**src/rtl/sseg_scan_display.sv**
```systemverilog
// Multiplexed common-anode seven-segment driver: a sequential shift-add-3 (or hex
// pass-through) converter feeding a scanned display with leading-zero blanking.
module sseg_scan_display #(
    parameter int VALUE_WIDTH = 16,
    parameter int DIGITS      = 5,
    parameter int REFRESH_DIV = 8
) (
    input  logic                   clk,
    input  logic                   reset,
    input  logic [VALUE_WIDTH-1:0] value,
    input  logic                   hex_mode,
    input  logic                   blank_zeros,
    output logic [7:0]             sseg_indicator,
    output logic [DIGITS-1:0]      digits,
    output logic                   busy,
    output logic                   overflow
);

    localparam int ACC_W = DIGITS * 4;
    localparam int CNT_W = $clog2(VALUE_WIDTH + 1);
    localparam int PTR_W = (DIGITS > 1) ? $clog2(DIGITS) : 1;
    localparam int DIV_W = (REFRESH_DIV > 1) ? $clog2(REFRESH_DIV) : 1;

    typedef enum logic [1:0] {
        LOAD,
        SHIFT,
        COMMIT
    } state_t;

    state_t                 state;
    state_t                 state_next;
    logic [VALUE_WIDTH-1:0] shadow;
    logic                   shadow_hex;
    logic [ACC_W-1:0]       acc;
    logic [ACC_W-1:0]       acc_adj;
    logic                   conv_ovf;
    logic [CNT_W-1:0]       cnt;
    logic [ACC_W-1:0]       disp;

    logic [DIV_W-1:0]       div;
    logic [PTR_W-1:0]       ptr;
    logic                   tick;
    logic [3:0]             nibble;
    logic                   upper_zero;
    logic [7:0]             pattern;

    function automatic logic [7:0] glyph(input logic [3:0] n);
        case (n)
            4'h0: glyph = 8'hC0;
            4'h1: glyph = 8'hF9;
            4'h2: glyph = 8'hA4;
            4'h3: glyph = 8'hB0;
            4'h4: glyph = 8'h99;
            4'h5: glyph = 8'h92;
            4'h6: glyph = 8'h82;
            4'h7: glyph = 8'hF8;
            4'h8: glyph = 8'h80;
            4'h9: glyph = 8'h90;
            4'hA: glyph = 8'h88;
            4'hB: glyph = 8'h83;
            4'hC: glyph = 8'hC6;
            4'hD: glyph = 8'hA1;
            4'hE: glyph = 8'h86;
            4'hF: glyph = 8'h8E;
        endcase
    endfunction

    // NOTE: every always_comb output gets a default first, so no path can infer a latch.
    always_comb begin
        acc_adj = acc;
        if (!shadow_hex) begin
            for (int i = 0; i < DIGITS; i++) begin
                if (acc[i*4 +: 4] >= 4'd5) acc_adj[i*4 +: 4] = acc[i*4 +: 4] + 4'd3;
            end
        end
    end

    always_comb begin
        state_next = state;
        case (state)
            LOAD:    state_next = SHIFT;
            SHIFT:   if (cnt == CNT_W'(VALUE_WIDTH - 1)) state_next = COMMIT;
            COMMIT:  state_next = LOAD;
            default: state_next = LOAD;
        endcase
    end

    // NOTE: registers are written with non-blocking assignments so every flop samples pre-edge values.
    always_ff @(posedge clk) begin
        if (!reset) state <= LOAD;
        else        state <= state_next;
    end

    // busy is registered from next-state, so it reads low while reset is held.
    always_ff @(posedge clk) begin
        if (!reset) begin
            shadow     <= '0;
            shadow_hex <= 1'b0;
            acc        <= '0;
            conv_ovf   <= 1'b0;
            cnt        <= '0;
            disp       <= '0;
            overflow   <= 1'b0;
            busy       <= 1'b0;
        end else begin
            busy <= (state_next != COMMIT);
            case (state)
                LOAD: begin
                    shadow     <= value;
                    shadow_hex <= hex_mode;
                    acc        <= '0;
                    cnt        <= '0;
                    conv_ovf   <= 1'b0;
                end
                SHIFT: begin
                    acc    <= {acc_adj[ACC_W-2:0], shadow[VALUE_WIDTH-1]};
                    shadow <= shadow << 1;
                    cnt    <= cnt + 1'b1;
                    if (acc_adj[ACC_W-1]) conv_ovf <= 1'b1;
                end
                COMMIT: begin
                    disp     <= acc;
                    overflow <= conv_ovf;
                end
                default: ;
            endcase
        end
    end

    assign tick = (div == DIV_W'(REFRESH_DIV - 1));

    always_comb begin
        nibble     = 4'd0;
        upper_zero = 1'b1;
        for (int j = 0; j < DIGITS; j++) begin
            if (PTR_W'(j) == ptr) nibble = disp[j*4 +: 4];
            if (PTR_W'(j) >= ptr && disp[j*4 +: 4] != 4'd0) upper_zero = 1'b0;
        end
    end

    always_comb begin
        pattern = glyph(nibble);
        if (overflow)                                   pattern = 8'hBF;
        else if (blank_zeros && ptr != '0 && upper_zero) pattern = 8'hFF;
    end

    always_ff @(posedge clk) begin
        if (!reset) begin
            div            <= '0;
            ptr            <= '0;
            digits         <= '0;
            sseg_indicator <= 8'hFF;
        end else if (tick) begin
            div            <= '0;
            digits         <= DIGITS'(1) << ptr;
            sseg_indicator <= pattern;
            ptr            <= (ptr == PTR_W'(DIGITS - 1)) ? '0 : ptr + 1'b1;
        end else begin
            div <= div + 1'b1;
        end
    end

endmodule
```
**config.mk**
```make
export PLATFORM = sky130hd
export DESIGN_NAME = sseg_scan_display
export DESIGN_NICKNAME = d
export VERILOG_FILES = /design/src/rtl/sseg_scan_display.sv
export SDC_FILE = /design/constraint.sdc
export NUM_CORES = 1
export LEC_CHECK = 0
export BUFFER_PORTS_ARGS = -buffer_cell sky130_fd_sc_hd__buf_2
export CORE_ASPECT_RATIO = 0.7
export CORE_UTILIZATION = 54
export DETAILED_ROUTE_END_ITERATION = 16
export PLACE_DENSITY = 0.76
export SLEW_MARGIN = 20
export SYNTH_ARGS = -nofsm -noshare
export SYNTH_HDL_FRONTEND = slang
export SYNTH_SLANG_ARGS = --single-unit
```
**constraint.sdc**
```tcl
create_clock -name clk -period 2.24 [get_ports clk]
set_input_delay 0.224 -clock clk [delete_from_list [all_inputs] [get_ports clk]]
set_output_delay 0.224 -clock clk [all_outputs]
set_load 0.005 [all_outputs]
```
======== Word level (Yosys, flattened, before mapping) ========
Memories as Yosys holds them, arrays and structs flattened.
Cells that the tools add are included.
W data, S select, Z words.
word-level totals
  register bits ........................... 86
  latch bits .............................. 0
  memory bits (writable) .................. 0
  ROM bits ................................ 112
  bits of input ports ..................... 20
  output and inout port bits .............. 15
  logic and storage cells ................. 89
  memories kept ........................... 1
memory list
  name              depth  width  read ports  clocked after Yosys merged registers in  wr ports  RTL line  RTL
  (name not given)  16     7      1           0                                        0         48        case (n)
operators by class
  add/subtract/negate cells ............... 8
  $mul .................................... 0
  div/mod/pow operators ................... 0
  order comparisons ....................... 10
  eq/ne operators ......................... 11
  shift-type cells ........................ 1
  muxes and demuxes ....................... 26
  bitwise gates (word level) .............. 1
  reductions and logical operators ........ 18
operator list
  operator               count
  $mux W4                10
  $pmux W20 S2           1
  $pmux W16 S2           1
  $add A4 B2 Y4 const B  5
  $ge A4 B3 Y1 const B   5
  $mux W20               1
  $reduce_bool A4 Y1     5
  $mux W8                2
  $pmux W5 S2            1
  $logic_and A1 B1 Y1    7
  $add A3 B1 Y3 const B  2
  $eq A2 B3 Y1 const A   2
  $eq A3 B3 Y1 const B   2
  $ge A1 B3 Y1 const A   2
  $ge A2 B3 Y1 const A   2
  $mux W1                6
  $add A5 B1 Y5 const B  1
  $eq A5 B4 Y1 const B   1
  $shl A1 B3 Y5 const A  1
  $ne A2 B2 Y1 const B   2
  $pmux W2 S2            1
  $eq A1 B3 Y1 const A   1
  $eq A3 B3 Y1 const A   1
  $ge A3 B3 Y1 const A   1
  other kinds (12)       12

======== Longest topological paths before layout ========
  word-level depth ........................ 10
  depth in mapped cells ................... 13
  gate-level depth less buffers ........... 11

======== Worst setup path before layout ========
No wires, ideal clock.
  kind .................................... reg2reg
  start point ............................. register ptr[0]
  end point ............................... register sseg_indicator[0]
  library setup time ...................... 0.122 ns
  data arrival time ....................... 2.320 ns
  required time ........................... 2.118 ns
  slack ................................... -0.202 ns
  cell stages (with the launch flop) ...... 14
  cell sequence ........................... dfxtp_1 > buf_4 > inv_1 > ha_1 > buf_6 > a31oi_1 > o21ai_1 > a21oi_1 > inv_1 > ha_1 > inv_1 > a21o_1 > a21oi_1 > o32a_1
between the ends
  word-level cells in the longest chain between the ends .. 10
  elaborated cells between the ends (all ways) .. 31
  those cells by class .................... order compare: 5; eq/ne: 4; mux: 12; reduce/logical: 9; memory: 1
RTL lines
  element                                                                 RTL line  RTL
  from (decl)                                                             41        logic [PTR_W-1:0] ptr;
  from (signal assigned)                                                  157       ptr <= (ptr == PTR_W'(DIGITS - 1)) ? '0 : ptr + 1'b1;
  parallel branches: the longest is 8 deep, another holds $mem_v2 Z16 W7  n/a
  $mux W8 (*)                                                             144       else if (blank_zeros && ptr != '0 && upper_zero) pattern = 8'hFF;
  $mux W8 (*)                                                             143       if (overflow) pattern = 8'hBF;
  to (signal assigned)                                                    156       sseg_indicator <= pattern;
  to (decl)                                                               13        output logic [7:0] sseg_indicator,
Mark *: on every way between the ends.
A chain may end at the register's enable or synchronous reset.

======== Worst setup path in the final report ========
  start point ............................. register ptr[1]
  end point ............................... register sseg_indicator[3]
Same word-level chain as after synthesis.

==> run summary <==
The hold buffer count at cts is 0. For this run, the register share of the synthesized area comes to around two fifths. The headroom to the max-slew limit is about half. In the final routed layout, each cell accounts on average for 14.9 um. The largest incremental delay on the critical path came out at 0.36 ns. The critical path required time came out at between 2 and 2.5 ns.

CTS built an H-tree with a depth of 3. The register bit count reported by yosys came out at 85. The global-route wire length before repair came out at roughly 17000 um. The pin count of the biggest net entering global routing is 61. Multiplexer cells account for 5.95% of the synthesized area. The violation count after the first detailed-routing iteration came out at 239. At the later pin of the worst-skew pair, clock insertion delay measures ~0.34 ns. The mean instance size in the synthesized netlist is a little over 8 sq um.

The met3 global-route usage came out at 6.46%. The highest clock rate came out at 0.454 GHz. The post-synthesis instance area is between 0.004 and 0.005 sq mm. The largest clock skew in the final design is between 0.004 and 0.005 ns. The non-filler instance count after layout is just under 700. Of all nets on the critical path, the largest fanout is 8.

The internal reg-to-reg setup slack is 0.04 ns. The library cells used most frequently in the layout, excluding fill and tap cells, are sky130_fd_sc_hd__dfxtp_1 (82), sky130_fd_sc_hd__nor2_1 (73), sky130_fd_sc_hd__a21oi_1 (67). The number of enable-type register cells in the synthesized netlist came out at 0. The clock buffer count from CTS came out at 9.

The met2 track demand over resource came out at about two fifths. The critical path goes through buf_6 > or2b_1 > a31oi_1 > o21ai_1 > a21oi_2 > ha_1 > o2111a_1 > a311oi_1. The cell sitting at the root of the clock tree is a sky130_fd_sc_hd__clkbuf_16. The layout net count came out at roughly 620.

The run finished with clean final reports. The number of standard cells after synthesis came out at between 500 and 600. For this configuration, the core starts out at a cell density of a little under three fifths. The die extent in y came out at around 77 um.

The leakage dissipation is approximately 2.0 nW. The core region is 0.00787 sq mm. Once detailed placement completed, the half-perimeter wirelength came to 7380 um. The count of clock tree sinks came out at 85. The post-detailed-route via-to-cell ratio is between 5 and 6.

The standard-cell row count is 27. The worst voltage drop across the vdd grid came out at between 0.0005 and 0.0006 V. Leaving out fill and tap cells, the most frequent cell in the layout is sky130_fd_sc_hd__dfxtp_1.

The number of detailed-route iterations in the first pass came out at 5. The remaining design rule violation count is 0. The global routing usage summed across all routing layers is 25.9%. The number of routed nets with antenna violations is 0.

The post-route clock period utilization came out at between 90% and 100%. Setup repair after global routing could not meet its margin everywhere. The global-route layer with the greatest usage is met2. The clock-pin slew on the worst setup and hold paths came out at ~0.060 ns. The path type of the worst min-delay path is input pin to register. The count of final max-slew check failures is 0. The number of failing setup endpoints in the final timing report is 0. For this block, the routed nets add up to around 10000 um of wire. The arrival time of the worst setup path is ~2.5 ns.

The width of the die is roughly 110 um. Grouping stages by cell kind, the critical path spends the most delay in compound AO/OA/AOI/OAI gates. STA classifies the critical path endpoint as a register. The initial antenna violation count was 0. The worst setup path is launched from a register.

The total overflow left after global routing is 0. The simple-gate portion of the synthesized area is a little over 20%. Buffers placed on the I/O ports in this run total 33. The slew at the pin closest to its max-slew limit came out at around 0.77 ns. The total power came out at 3.34 mW. The post-synthesis compound-gate area fraction is 19.6%. The fraction of final layout cells sized beyond drive strength 1 is a little under a fifth. The async set or reset register ratio after synthesis is 0%. Across the run, the number of max-cap violations was 0. For this design, the slowest cell found on the critical path is sky130_fd_sc_hd__dfxtp_4.

Routability-driven placement finished with a final weighted congestion of 0.939. The maximum buffer depth of the clock tree is 2. The power density over the cells is 651 mW/mm^2. The time the worst path needs with I/O delays and setup is about 2.2 ns.

Of the total synthesized cell area, the portion taken by full adders, half adders and majority gates is a little over 7%. The unique cell type count in the Yosys netlist came out at 53. After detailed placement, the design holds a cell count of 666. The net count of the mapped netlist came out at around 580.

The combinational family with the most area after synthesis is simple AND/OR/NAND/NOR gates. The area growth from synthesis to layout is 17.5%. The worst path buffer plus inverter count came out at 1. The xor and xnor area share after synthesis came out at 1.20%. The number of endpoints with negative hold slack in the final report is 0.

The worst hold-check slack came out at between 0.1 and 0.15 ns. The overall die area is roughly 0.0085 sq mm. The count of warnings emitted by yosys came out at 0. The overall via count from detail_route came out at between 3k and 4k. The antenna diode instance count is 0. In this run the count of I/O pins placed on the die edge is 35.

TritonCTS built the clock tree. The via count of the first global-routing pass is between 3k and 4k. The main flop type after synthesis is sky130_fd_sc_hd__dfxtp_1. The met1 track demand over resource in global routing is 36.1%.

The critical path class is register to register. The filler cell count is 677.
-- final cells by class --
class                           instances  area [sq um]  share of cell area [%]
Clock inverter                          6          93.8                    1.83
Sequential cell                        85          1710                    33.2
Multi-Input combinational cell        389          2450                    47.7
Clock buffer                           10           239                    4.65
Timing Repair Buffer                   64           414                    8.06
Tap cell                              101           126                    2.46
Inverter                               29           109                    2.12
-- power breakdown --
group          switching, mW  internal, mW  total [mW]
Sequential            0.0224          1.54        1.56
Combinational         0.0851        0.0601       0.145
Clock                  0.622          1.02        1.64
-- Yosys cell counts, types with 2 or more instances --
master	n	share of area, %
sky130_fd_sc_hd__o22a_1	3	0.60
sky130_fd_sc_hd__buf_6	4	1.0
sky130_fd_sc_hd__and3b_1	2	0.40
sky130_fd_sc_hd__clkbuf_1	21	1.8
sky130_fd_sc_hd__xnor2_1	6	1.2
sky130_fd_sc_hd__a41oi_1	2	0.40
sky130_fd_sc_hd__nor2b_1	8	1.1
sky130_fd_sc_hd__a22oi_1	11	1.9
sky130_fd_sc_hd__o21ai_1	3	0.34
sky130_fd_sc_hd__nand3_1	14	1.6
sky130_fd_sc_hd__nand2_1	57	4.9
sky130_fd_sc_hd__nor3_1	9	1.0
sky130_fd_sc_hd__buf_1	6	0.51
sky130_fd_sc_hd__buf_2	2	0.23
sky130_fd_sc_hd__a31oi_1	3	0.43
sky130_fd_sc_hd__a21oi_1	69	7.9
sky130_fd_sc_hd__inv_1	29	2.5
sky130_fd_sc_hd__a211oi_1	7	1.2
sky130_fd_sc_hd__o21ai_0	13	1.5
sky130_fd_sc_hd__nor4_1	3	0.43
sky130_fd_sc_hd__dfxtp_1	85	39
sky130_fd_sc_hd__buf_4	3	0.51
sky130_fd_sc_hd__and3_1	6	0.86
sky130_fd_sc_hd__o21bai_2	2	0.51
sky130_fd_sc_hd__mux2i_1	26	5.9
sky130_fd_sc_hd__o211ai_1	7	1.2
sky130_fd_sc_hd__nand2b_1	14	2.0
sky130_fd_sc_hd__nor3b_1	2	0.34
sky130_fd_sc_hd__a311oi_1	2	0.40
sky130_fd_sc_hd__nor2_1	73	6.3
sky130_fd_sc_hd__ha_1	25	7.2
-- path summary, 6_finish.rpt --
check | start | to | depth (start not counted)
max | ptr[1] | sseg_indicator[3] | 8
min | value[0] | shadow[0] | 3
max reg2reg | ptr[1] | sseg_indicator[3] | 8
min reg2reg | div[0] | div[0] | 1
-- timing repair --
action	in CTS	in global routing
resized for setup	2	13
pin swaps	2	9
endpoints found under the setup margin	2	6
buffers inserted	0	2
-- sequential cells by signal, indices dropped and copies added (netlist names) --
signal          flops
sseg_indicator      7
shadow             16
acc                20
shadow_hex          1
cnt                 5
digits              5
conv_ovf            1
ptr                 3
state               2
disp               20
overflow            1
div                 3
busy                1
-- cells by family after synthesis --
logic type / count (synthesis)
AO/OA/AOI/OAI: 135
other: 1
multiplexers: 26
flip-flops: 85
buffers and inverters: 65
AND/OR/NAND/NOR: 196
adder cells (fa/ha/maj): 25
XOR/XNOR: 6
-- layer usage --
metal	up-vias	share of wire [%]
li1	1929	-
met1	1813	50
met2	108	44
met3	14	5.1
met4	0	1.1
met5	-	0
-- metrics by stage --
stage	cell area [sq um]	utilization [%]	setup WS, ns	TNS, ns
final	5140	65.3	0.0395	0
after global routing	5140	65.3	-0.116	-0.245
after CTS	5060	64.3	-0.0212	-0.0212
after detailed placement	4730	60.0	-0.0626	-0.0952
after global placement	4730	60.0	0.00867	0
after floorplan	4390	-	0.000967	0
-- worst min-delay path, cell delays in order --
cell,delay [ns]
sky130_fd_sc_hd__buf_2,0.09
sky130_fd_sc_hd__a22oi_1,0.05
sky130_fd_sc_hd__nor2_1,0.07
No activity file was read; power rests on OpenSTA's default activity.
